**src/rtl/mips_pipe_pkg.sv**
```systemverilog
// Shared widths and the operand-bypass select encoding for the MIPS pipeline.
package mips_pipe_pkg;

    localparam int DEF_DATA_W = 32;
    localparam int DEF_ADDR_W = 5;
    localparam int DEF_CTRL_W = 16;
    localparam int REG_ZERO   = 0;

    typedef enum logic [1:0] {
        FWD_RF  = 2'd0,
        FWD_EX  = 2'd1,
        FWD_MEM = 2'd2,
        FWD_WB  = 2'd3
    } fwd_sel_e;

endpackage

```
**src/rtl/fwd_mux.sv**
```systemverilog
// Purpose: pick one source operand from EX/MEM/WB bypass candidates or register-file data.
// Latency: combinational.
// Backpressure: none; purely a function of its inputs.
module fwd_mux
    import mips_pipe_pkg::*;
#(
    parameter int DATA_W = DEF_DATA_W,
    parameter int ADDR_W = DEF_ADDR_W
) (
    input  logic [ADDR_W-1:0] src,
    input  logic              ex_fwd,
    input  logic [ADDR_W-1:0] ex_dst,
    input  logic [DATA_W-1:0] ex_data,
    input  logic              mem_wr,
    input  logic [ADDR_W-1:0] mem_dst,
    input  logic [DATA_W-1:0] mem_data,
    input  logic              wb_wr,
    input  logic [ADDR_W-1:0] wb_dst,
    input  logic [DATA_W-1:0] wb_data,
    input  logic [DATA_W-1:0] rf_data,
    output logic [DATA_W-1:0] operand,
    output fwd_sel_e          sel
);

    always_comb begin
        sel     = FWD_RF;
        operand = rf_data;
        // $0 is hardwired: a stale write aimed at it must never leak through
        if (src == ADDR_W'(REG_ZERO)) begin
            operand = '0;
        end else if (ex_fwd && ex_dst == src) begin
            sel     = FWD_EX;
            operand = ex_data;
        end else if (mem_wr && mem_dst == src) begin
            sel     = FWD_MEM;
            operand = mem_data;
        end else if (wb_wr && wb_dst == src) begin
            sel     = FWD_WB;
            operand = wb_data;
        end
    end

endmodule

```
**src/rtl/id_operand_stage.sv**
```systemverilog
// Purpose: ID operand fetch with EX/MEM/WB bypass, load-use stall and the ID/EX register.
// Latency: one cycle ID->EX; a load-use hazard costs exactly one bubble.
// Backpressure: ex_hold freezes ID/EX and raises id_stall; load-use raises id_stall for one cycle.
module id_operand_stage
    import mips_pipe_pkg::*;
#(
    parameter int DATA_W = DEF_DATA_W,
    parameter int ADDR_W = DEF_ADDR_W,
    parameter int CTRL_W = DEF_CTRL_W
) (
    input  logic              clk,
    input  logic              reset,
    input  logic              in_valid,
    input  logic [ADDR_W-1:0] in_rs,
    input  logic [ADDR_W-1:0] in_rt,
    input  logic              in_use_rs,
    input  logic              in_use_rt,
    input  logic [ADDR_W-1:0] in_dst,
    input  logic              in_reg_wr,
    input  logic              in_mem_rd,
    input  logic [DATA_W-1:0] in_imm,
    input  logic [CTRL_W-1:0] in_ctrl,
    output logic [ADDR_W-1:0] rf_addr1,
    output logic [ADDR_W-1:0] rf_addr2,
    input  logic [DATA_W-1:0] rf_data1,
    input  logic [DATA_W-1:0] rf_data2,
    input  logic [DATA_W-1:0] ex_result,
    input  logic              mem_wr,
    input  logic [ADDR_W-1:0] mem_dst,
    input  logic [DATA_W-1:0] mem_data,
    input  logic              wb_wr,
    input  logic [ADDR_W-1:0] wb_dst,
    input  logic [DATA_W-1:0] wb_data,
    input  logic              flush,
    input  logic              ex_hold,
    output logic              id_stall,
    output logic              out_valid,
    output logic [DATA_W-1:0] out_a,
    output logic [DATA_W-1:0] out_b,
    output logic [DATA_W-1:0] out_imm,
    output logic [ADDR_W-1:0] out_dst,
    output logic              out_reg_wr,
    output logic              out_mem_rd,
    output logic [CTRL_W-1:0] out_ctrl,
    output logic [15:0]       stall_cnt
);

    logic [DATA_W-1:0] opnd_a, opnd_b;
    fwd_sel_e          sel_a, sel_b;
    logic              ex_fwd, lu;
    logic [3:0]        unused_sel;

    assign rf_addr1   = in_rs;
    assign rf_addr2   = in_rt;
    assign unused_sel = {sel_a, sel_b};

    // A load in EX has no data yet; it is handled by the stall, not the bypass
    assign ex_fwd = out_valid & out_reg_wr & ~out_mem_rd;

    fwd_mux #(.DATA_W(DATA_W), .ADDR_W(ADDR_W)) u_fwd_a (
        .src(in_rs), .ex_fwd(ex_fwd), .ex_dst(out_dst), .ex_data(ex_result),
        .mem_wr(mem_wr), .mem_dst(mem_dst), .mem_data(mem_data),
        .wb_wr(wb_wr), .wb_dst(wb_dst), .wb_data(wb_data),
        .rf_data(rf_data1), .operand(opnd_a), .sel(sel_a)
    );

    fwd_mux #(.DATA_W(DATA_W), .ADDR_W(ADDR_W)) u_fwd_b (
        .src(in_rt), .ex_fwd(ex_fwd), .ex_dst(out_dst), .ex_data(ex_result),
        .mem_wr(mem_wr), .mem_dst(mem_dst), .mem_data(mem_data),
        .wb_wr(wb_wr), .wb_dst(wb_dst), .wb_data(wb_data),
        .rf_data(rf_data2), .operand(opnd_b), .sel(sel_b)
    );

    assign lu = in_valid & out_valid & out_mem_rd & out_reg_wr &
                (out_dst != ADDR_W'(REG_ZERO)) &
                ((in_use_rs & (in_rs == out_dst)) | (in_use_rt & (in_rt == out_dst)));

    assign id_stall = ex_hold | (lu & ~flush);

    always_ff @(posedge clk or negedge reset) begin
        if (!reset) begin
            out_valid  <= 1'b0;
            out_a      <= '0;
            out_b      <= '0;
            out_imm    <= '0;
            out_dst    <= '0;
            out_reg_wr <= 1'b0;
            out_mem_rd <= 1'b0;
            out_ctrl   <= '0;
            stall_cnt  <= '0;
        end else if (!ex_hold) begin
            if (flush || lu) begin
                out_valid  <= 1'b0;
                out_a      <= '0;
                out_b      <= '0;
                out_imm    <= '0;
                out_dst    <= '0;
                out_reg_wr <= 1'b0;
                out_mem_rd <= 1'b0;
                out_ctrl   <= '0;
            end else begin
                out_valid  <= in_valid;
                out_a      <= opnd_a;
                out_b      <= opnd_b;
                out_imm    <= in_imm;
                out_dst    <= in_dst;
                out_reg_wr <= in_valid & in_reg_wr;
                out_mem_rd <= in_valid & in_mem_rd;
                out_ctrl   <= in_ctrl;
            end
            if (!flush && lu && stall_cnt != 16'hFFFF) begin
                stall_cnt <= stall_cnt + 16'd1;
            end
        end
    end

endmodule

```
**config.mk**
```make
export PLATFORM = sky130hd
export DESIGN_NAME = id_operand_stage
export DESIGN_NICKNAME = d
export VERILOG_FILES = /design/src/rtl/mips_pipe_pkg.sv /design/src/rtl/fwd_mux.sv /design/src/rtl/id_operand_stage.sv
export SDC_FILE = /design/constraint.sdc
export NUM_CORES = 1
export LEC_CHECK = 0
export CAP_MARGIN = 20
export CORE_AREA = 2 2 150 152
export CTS_CLUSTER_DIAMETER = 30
export CTS_CLUSTER_SIZE = 28
export DETAILED_ROUTE_END_ITERATION = 10
export DIE_AREA = 0 0 152 154
export PLACE_DENSITY = 0.83
export SLEW_MARGIN = 10
export SYNTH_ARGS = -nofsm -noshare
export SYNTH_HDL_FRONTEND = slang
export SYNTH_SLANG_ARGS = --single-unit
```
**constraint.sdc**
```tcl
create_clock -name clk -period 2.5 [get_ports clk]
set_input_delay 0.5 -clock clk [delete_from_list [all_inputs] [get_ports clk]]
set_output_delay 0.5 -clock clk [all_outputs]
set_load 0.01 [all_outputs]
```
# After elaboration in Yosys (flattened, before gate mapping)
# Cells that the tools add are included.
# totals
rom_bits	0
latchBits	0
mem_count	0
out_inout_bits	147
word_cells	66
ramBits	0
reg_bits	136
# classes
muxes	16
mul	0
addsub	1
n_eq_ne	9
n_lt_le_gt_ge	0
bitwise_logic	17
shift	0
n_reduce_logical	14
n_div	0
# ops
operator	n
32-bit 2-to-1 mux	11
5-bit equality test	8
16-bit by 1-bit adder with 16-bit output, second input constant	1
16-bit 2-to-1 mux	1
16-bit != test, second input constant	1
1-bit AND	12
5-bit zero test	2
1-bit logical AND	8
5-bit 2-to-1 mux	1
5-bit nonzero test	1
1-bit 2-to-1 mux	3
1-bit inverter	3
1-bit OR	2
2-bit AND reduction	1
1-bit zero test	1
1-bit logical OR	1

# Longest topological paths before layout
# Gate-level depths: netlist (run 1).
# depth
depth_word	8
depth_mapped	8
mapped_depth_nobuf	6

# Hierarchy
# From an unflattened synthesis (run 1), not the netlist that was laid out.
# hier_totals
cells_unflattened	743
area_unflattened_um2	8395.6
# by_module_without_submodules
module	instances	seq_area_each_um2	area_each_um2	cells_each
id_operand_stage	1	3403.3	5287.6	375
fwd_mux	2	0.0	1554.0	184

# Worst setup path before layout (run 1)
# No wires, ideal clock.
# synth_timing
path_kind	input-to-output
startpoint	in ex_hold
endpoint	out id_stall
path_slack_ns	0.249
arrival_time_ns	1.751
cell_stages	5
required_ns	2.000
cell_sequence	clkbuf_1 clkbuf_1 clkbuf_1 clkbuf_1 o21bai_1
# synth_via
elab_chain_len	1
# synth_lines
element	line	text
start, declared	id_operand_stage.sv:35	input logic ex_hold,
1-bit OR	id_operand_stage.sv:78	assign id_stall = ex_hold | (lu & ~flush);
end, declared	id_operand_stage.sv:36	output logic id_stall,
# Every way passes these cells.

# Final worst setup path (run 1)
# layout_timing
startpoint	in in_rs[3]
endpoint	out id_stall
# layout_via
elab_chain_len	6
# layout_lines
element	line	text
start, declared	id_operand_stage.sv:14	input logic [ADDR_W-1:0] in_rs,
5-bit equality test	id_operand_stage.sv:76	((in_use_rs & (in_rs == out_dst)) | (in_use_rt & (in_rt == out_dst)));
1-bit AND	id_operand_stage.sv:76	
1-bit OR	id_operand_stage.sv:76	
1-bit AND	id_operand_stage.sv:75	(out_dst != ADDR_W'(REG_ZERO)) &
1-bit AND	id_operand_stage.sv:78	
1-bit OR	id_operand_stage.sv:78	
# Every way passes these cells.

==> impl_metrics.py, run 1 <==
metrics = {
    "status": {
        "status": "finished, final reports clean",
    },
    "place": {
        "portBuffers": 390,
        "dp_hpwl_um": 24800,
        "gp_congestion": 0.920,
    },
    "pwr": {
        "net-switching-power_mw": 1.89,
        "leakage_nw": 5.21,
        "power_frac_seq_pct": 35.5,
        "p_sw_share_pct": 27.3,
        "p_comb_share_pct": 24.4,
        "p_clk_share_pct": 40.1,
        "p_int_mw": 5.03,
        "vdd_drop_max_v": 0.000316,
        "pwr_density_cell_mw_per_mm2": 528,
    },
    "yosys": {
        "yosys.cell_types.count": 41,
        "yosysSeqAreaShare_pct": 43.5,
        "ys_async_sr_fraction_pct": 100,
        "synth_fp_nets": 1098,
        "syn_area_mm2": 0.00782,
        "synth_seq_cells": 136,
        "synth_edf_count": 0,
        "synthCells": 853,
        "avgSynthCellArea_um2": 9.17,
        "ys_warn_count": 0,
        "ys.flop_type": "dfrtp_1",
    },
    "die": {
        "initial_core_util_pct": 36.1,
        "num_rows": 54,
        "fp.dieW_um": 152,
        "core-area_mm2": 0.0217,
        "fp.dieH_um": 154,
        "die_area_mm2": 0.0234,
        "io_pins": 391,
    },
    "final_layout": {
        "multiInputGateArea_mm2": 0.00405,
        "synthToLayoutAreaGrowth_pct": 67.6,
        "drive_gt1_share_pct": 11.0,
        "diodes": 0,
        "regArea_mm2": 0.00340,
        "fill_cells": 1815,
        "final_util_pct": 60.4,
        "fin_nets": 1487,
    },
    "timing": {
        "tightest_slew_ps": 587,
        "finalCritPeriodShare_pct": 95.1,
        "worst_clock_skew_ps": 8.57,
        "drv_slew": 0,
        "rsz0062_at_grt": "false",
        "finalSetupViolCount": 0,
        "slew_headroom_pct": 60.9,
        "fmax_mhz": 420,
        "holdWs_ps": 75.2,
        "hold_viol": 0,
        "post-route-min-period_ps": 2380,
    },
    "global_route": {
        "grt.overflow.total": 0,
        "gr-usage-all-layers_pct": 28.1,
        "antenna_found_initial": 0,
        "grt_pass1_wl_um": 51600,
        "grt_pass1_vias": 9187,
        "grt_max_degree": 73,
    },
    "setup_path": {
        "critPathArrivalTime_ps": 1880,
        "cp-start-kind": "input port",
        "path_class": "input port to output pin",
        "slowest_stage": "clkdlybuf4s50_1",
        "required_ps": 2000,
        "r2r_setup_slack_ps": 280,
        "path_cells": "clkdlybuf4s50_1 > xnor2_1 > nand3_1 > o22ai_2 > nand2_1 > o21bai_1 > clkbuf_2",
        "end_kind": "output pin",
        "cpPeakStageDelay_ps": 520,
        "rr_worst_depth": 8,
        "cp_max_fo": 2,
        "reg2reg_from": "out_dst[3]$_DFFE_PN0N_",
        "r2r_end": "out_a[0]$_DFFE_PN0N_",
    },
    "routing": {
        "drc": 0,
        "wire_per_inst_um": 22.2,
        "drt_pass1_iterations": 8,
        "viasPerCell": 5.93,
        "final_antenna_net_count": 0,
        "via_count": 9100,
        "drt_iter0_drc": 757,
        "totalWireLength_um": 34100,
    },
    "clock_tree": {
        "clk_pin_slew_ps": 60,
        "cts_tree": "done",
        "clockRootBuffer": "clkbuf_16",
        "clk_latency_ps": 410,
        "cts_buffer_depth": 2,
        "cts_sinks": 136,
        "cts_buffers": 17,
        "htreeDepth": 4,
    },
    "flow_run": {
        "cap_violations": 0,
    },
    "worst_hold_path": {
        "hold_path.class": "input port to asynchronous set/reset pin",
    },
}
==> cell usage after synthesis (3+ instances only) <==
library cell | number | area share (%)
a311oi_1 | 32 | 3.6
nand3_1 | 10 | 0.64
a22o_1 | 54 | 6.0
nand4_1 | 37 | 3.0
inv_1 | 3 | 0.14
or4_1 | 3 | 0.29
buf_2 | 14 | 0.90
a21boi_0 | 32 | 3.1
nor3_2 | 8 | 1.0
nor2_1 | 5 | 0.24
nor4_1 | 6 | 0.48
o21ai_0 | 65 | 4.2
nor3_1 | 33 | 2.1
a21oi_1 | 33 | 2.1
o211ai_1 | 64 | 6.1
nand2_1 | 107 | 5.1
a22oi_1 | 32 | 3.1
o21ai_1 | 33 | 2.1
clkbuf_1 | 71 | 3.4
dfrtp_1 | 136 | 44
xnor2_1 | 25 | 2.8
buf_4 | 10 | 0.96
xor2_1 | 20 | 2.2
==> registers in the layout (all words and copies together), names as in the netlist <==
register	flops
stall_cnt	16
out_imm	32
out_reg_wr	1
out_valid	1
out_dst	5
out_ctrl	16
out_mem_rd	1
out_a	32
out_b	32
==> cell usage in the layout, fill, tap and decap left out, drive strengths merged, types with 9 or more instances in the layout <==
cell and count:
a22o 54, xnor2 25, a311oi 32, buf 79
nor3 41, nand3 11, a22oi 32, xor2 20
o21ai 98, a21oi 33, clkdlybuf4s50 384, nand4 38
nand2 107, o211ai 64, a21boi 32, clkbuf 21
dfrtp 136, nor4 9
==> per-layer routing <==
metal	routed length, µm	global-route usage (%)
met5	0	0
met4	1420	13.7
met3	3040	7.72
met2	16700	47.4
met1	13000	33.2
==> critical path: cells and delay by family <==
kind,cells,cell delay [ps]
buffers and inverters,2,670
xor gates and xnor gates,1,140
AOI/OAI and AO/OA,2,340
and+or+nand+nor,2,230
==> how the worst max path moves through the flow <==
stage                   from                    end  slack (ps)  cells past startpoint
floorplan            ex_hold               id_stall         250                      5
global placement    in_rt[0]  out_b[31]$_DFFE_PN0N_        -360                      9
detailed placement  in_rt[4]  out_b[31]$_DFFE_PN0N_        -350                      9
CTS                 in_rs[1]               id_stall          10                      7
global route        in_rs[3]               id_stall          50                      7
finish              in_rs[3]               id_stall         120                      7
==> power groups by stage <==
stage               logic (mW)  registers, mW  clock network [mW]
floorplan                0.513           2.55                   0
global placement          1.66           2.49                   0
detailed placement        1.68           2.49                   0
CTS                       1.68           2.45                2.82
global route              1.79           2.47                2.93
finish                    1.69           2.46                2.78
==> cell type report <==
type	count	area share (%)
tap	280	2.67
multi-input combinational	618	30.9
sequential	136	26.0
clock buffer	20	3.48
timing repair buffer	466	35.5
inverter	3	0.0859
clock inverter	12	1.43
==> cell families after synthesis <==
kind of cell / synth area share, %
AO/OA/AOI/OAI: 31.2
buffers and inverters: 5.55
flip-flops: 43.5
AND/OR/NAND/NOR: 14.4
multiplexers: 0.144
adder cells (fa/ha/maj): 0.160
XOR/XNOR: 5.04
==> what timing repair did <==
action	4_1_cts	5_1_grt
setup endpoints to repair	1	2
pin swaps	0	2
buffers inserted	0	1
hold buffers	0	0
resized for setup	3	4
==> stage by stage <==
step	cell area (µm²)	TNS, ps	setup slack (ps)	power [mW]	instances
after floorplan	7820	0	249	3.07	853
after global placement	12400	-7110	-356	4.15	1502
after detailed placement	12400	-9190	-347	4.17	1502
after CTS	13100	0	14.6	6.96	1534
after global routing	13100	0	45.2	7.19	1535
final	13100	0	121	6.92	1535
Note: power is estimated with default switching activity, not from simulation.
==> run 2, diff against run 1 <==
Clock period 2.5 ns to 2.3 ns, I/O delays scaled along.
==> run 2 against run 1 <==
  * Setup slack worse by 75 ps
  * Sequential cell count stayed put
  * Critical path type unchanged
  * Via count rose by 0.53%
  * Clock-buffer cell count shrank 2
  * Critical path depth unchanged
  * Wire length increased by 1.2%
  * Critical endpoint unchanged
==> impl_metrics.py, run 2 (same netlist as run 1, synthesis figures left out) <==
metrics = {
    "setup_path": {
        "rr_worst_depth": 9,
        "r2r_setup_slack_ps": 70,
        "cp-start-kind": "input port",
        "required_ps": 1840,
        "cp_max_fo": 2,
        "path_class": "input port to output pin",
        "r2r_end": "out_a[0]$_DFFE_PN0N_",
        "critPathArrivalTime_ps": 1790,
        "reg2reg_from": "out_dst[3]$_DFFE_PN0N_",
        "end_kind": "output pin",
    },
    "timing": {
        "fmax_mhz": 444,
        "setup-tns-final_ps": 0,
        "finalSetupViolCount": 0,
        "drv_slew": 0,
        "holdWs_ps": 4.50,
        "finalCritPeriodShare_pct": 98.0,
        "hold_viol": 0,
        "post-route-min-period_ps": 2250,
        "worst_clock_skew_ps": 12.5,
        "slew_headroom_pct": 63.4,
        "tightest_slew_ps": 549,
    },
    "routing": {
        "drc": 0,
        "final_antenna_net_count": 0,
        "viasPerCell": 5.88,
        "drt_iter0_drc": 614,
        "totalWireLength_um": 34500,
        "wire_per_inst_um": 22.2,
        "drt_pass1_iterations": 5,
        "via_count": 9148,
    },
    "die": {
        "fp.dieH_um": 154,
        "num_rows": 54,
        "io_pins": 391,
        "core-area_mm2": 0.0217,
        "initial_core_util_pct": 36.1,
        "fp.dieW_um": 152,
        "die_area_mm2": 0.0234,
    },
    "final_layout": {
        "synthToLayoutAreaGrowth_pct": 70.3,
        "reg.largest.list": "out_a x32, out_b x32, out_imm x32",
        "final_common_cell": "clkdlybuf4s50_1",
        "diodes": 0,
        "drive_gt1_share_pct": 13.7,
        "multiInputGateArea_mm2": 0.00411,
        "fin_cells": 1556,
        "fill_cells": 1758,
        "regArea_mm2": 0.00341,
        "layout_common_cells": "clkdlybuf4s50_1, dfrtp_1, nand2_1",
        "fin_nets": 1508,
    },
    "global_route": {
        "grt_pass1_wl_um": 52900,
        "grt.overflow.total": 0,
        "antenna_found_initial": 0,
        "grt_max_degree": 66,
        "gr-usage-all-layers_pct": 28.6,
        "grt_pass1_vias": 9488,
    },
    "clock_tree": {
        "cts_buffer_depth": 2,
        "clk_latency_ps": 430,
        "cts_buffers": 17,
        "cts_tree": "done",
        "htreeDepth": 4,
        "cts_sinks": 136,
        "hold_buffers": 0,
        "clk_pin_slew_ps": 70,
        "clockRootBuffer": "clkbuf_16",
    },
    "place": {
        "dp.cells": 1520,
        "dp_hpwl_um": 25200,
        "portBuffers": 390,
        "gp_congestion": 0.903,
    },
    "pwr": {
        "pwr_density_cell_mw_per_mm2": 552,
        "vdd_drop_max_v": 0.000363,
        "leakage_nw": 5.35,
        "power_mw": 7.35,
    },
    "status": {
        "status": "finished, final reports clean",
    },
    "worst_hold_path": {
        "hold_path.class": "input port to asynchronous set/reset pin",
    },
    "flow_run": {
        "cap_violations": 0,
    },
}
[run 2: changes by cell type in the layout (fill, tap and decap cells not counted), moves of 2 or more]
cell             delta
nand3_1             -2
nand3_2             +2
clkdlybuf4s50_1     -5
dfrtp_2             +5
dlymetal6s2s_1      +2
buf_4              +18
xnor2_1             -6
dfrtp_1             -5
bufinv_16           -3
xnor2_2             +6
dlygate4sd2_1       +3
inv_8               +3
buf_12              +2
[run 2: per-stage QoR]
| step | utilization, % | setup slack [ps] | cell area, µm² |
|---|---|---|---|
| 2_1_floorplan | - | 129 | 7820 |
| 3_3_place_gp | 58.1 | -415 | 12600 |
| 3_5_place_dp | 58.1 | -445 | 12600 |
| 4_1_cts | 60.9 | -11.4 | 13200 |
| 5_1_grt | 61.4 | -11.1 | 13300 |
| 6_report | 61.4 | 46.0 | 13300 |
[run 2: power breakdown]
group	switching [mW]	internal, mW	leakage (nW)	total, mW
sequential	0.113	2.56	1.78	2.67
combinational	0.837	1.05	3.28	1.89
clock	1.22	1.57	0.283	2.79
total	2.17	5.17	5.35	7.35
[run 2: how the worst max path moves through the flow]
| stage | cells past startpoint | slack, ps | to | start |
|---|---|---|---|---|
| global route | 6 | -10 | id_stall | out_dst[2]$_DFFE_PN0N_ |
| finish | 7 | 50 | id_stall | in_rt[4] |
| floorplan | 5 | 130 | id_stall | ex_hold |
| global placement | 9 | -420 | out_a[0]$_DFFE_PN0N_ | in_rs[2] |
| detailed placement | 7 | -450 | id_stall | in_rs[1] |
| CTS | 10 | -10 | out_a[25]$_DFFE_PN0N_ | in_rs[3] |
[run 2: cell type report]
class / instances / area share (%)
timing repair buffer: 487 / 36.4
multi-input combinational: 618 / 30.9
sequential: 136 / 25.6
clock buffer: 18 / 3.30
tap: 280 / 2.63
clock inverter: 14 / 1.16
inverter: 3 / 0.0846
[run 2: what timing repair did]
| item | 4_1_cts | 5_1_grt |
|---|---|---|
| resized for setup | 12 | 21 |
| pin swaps | 4 | 4 |
| cloned | 0 | 0 |
| setup endpoints to repair | 1 | 34 |
| setup buffers | 2 | 2 |
[run 2: worst max-delay path, stage by stage]
cell and delay, ps:
clkdlybuf4s50_1 520, xnor2_1 160, nand3_2 120, o22ai_2 150, nand2_1 100, o21bai_1 140
buf_2 150
[run 2: per-layer routing]
layer  global-route usage [%]  vias to the layer above  wire length [µm]
met3                     7.33                      108              2900
met5                        0                        -                 0
met2                     49.0                      598             17100
met1                     33.9                     4388             13300
li1                         -                     4054                 -
met4                     13.1                        0              1240
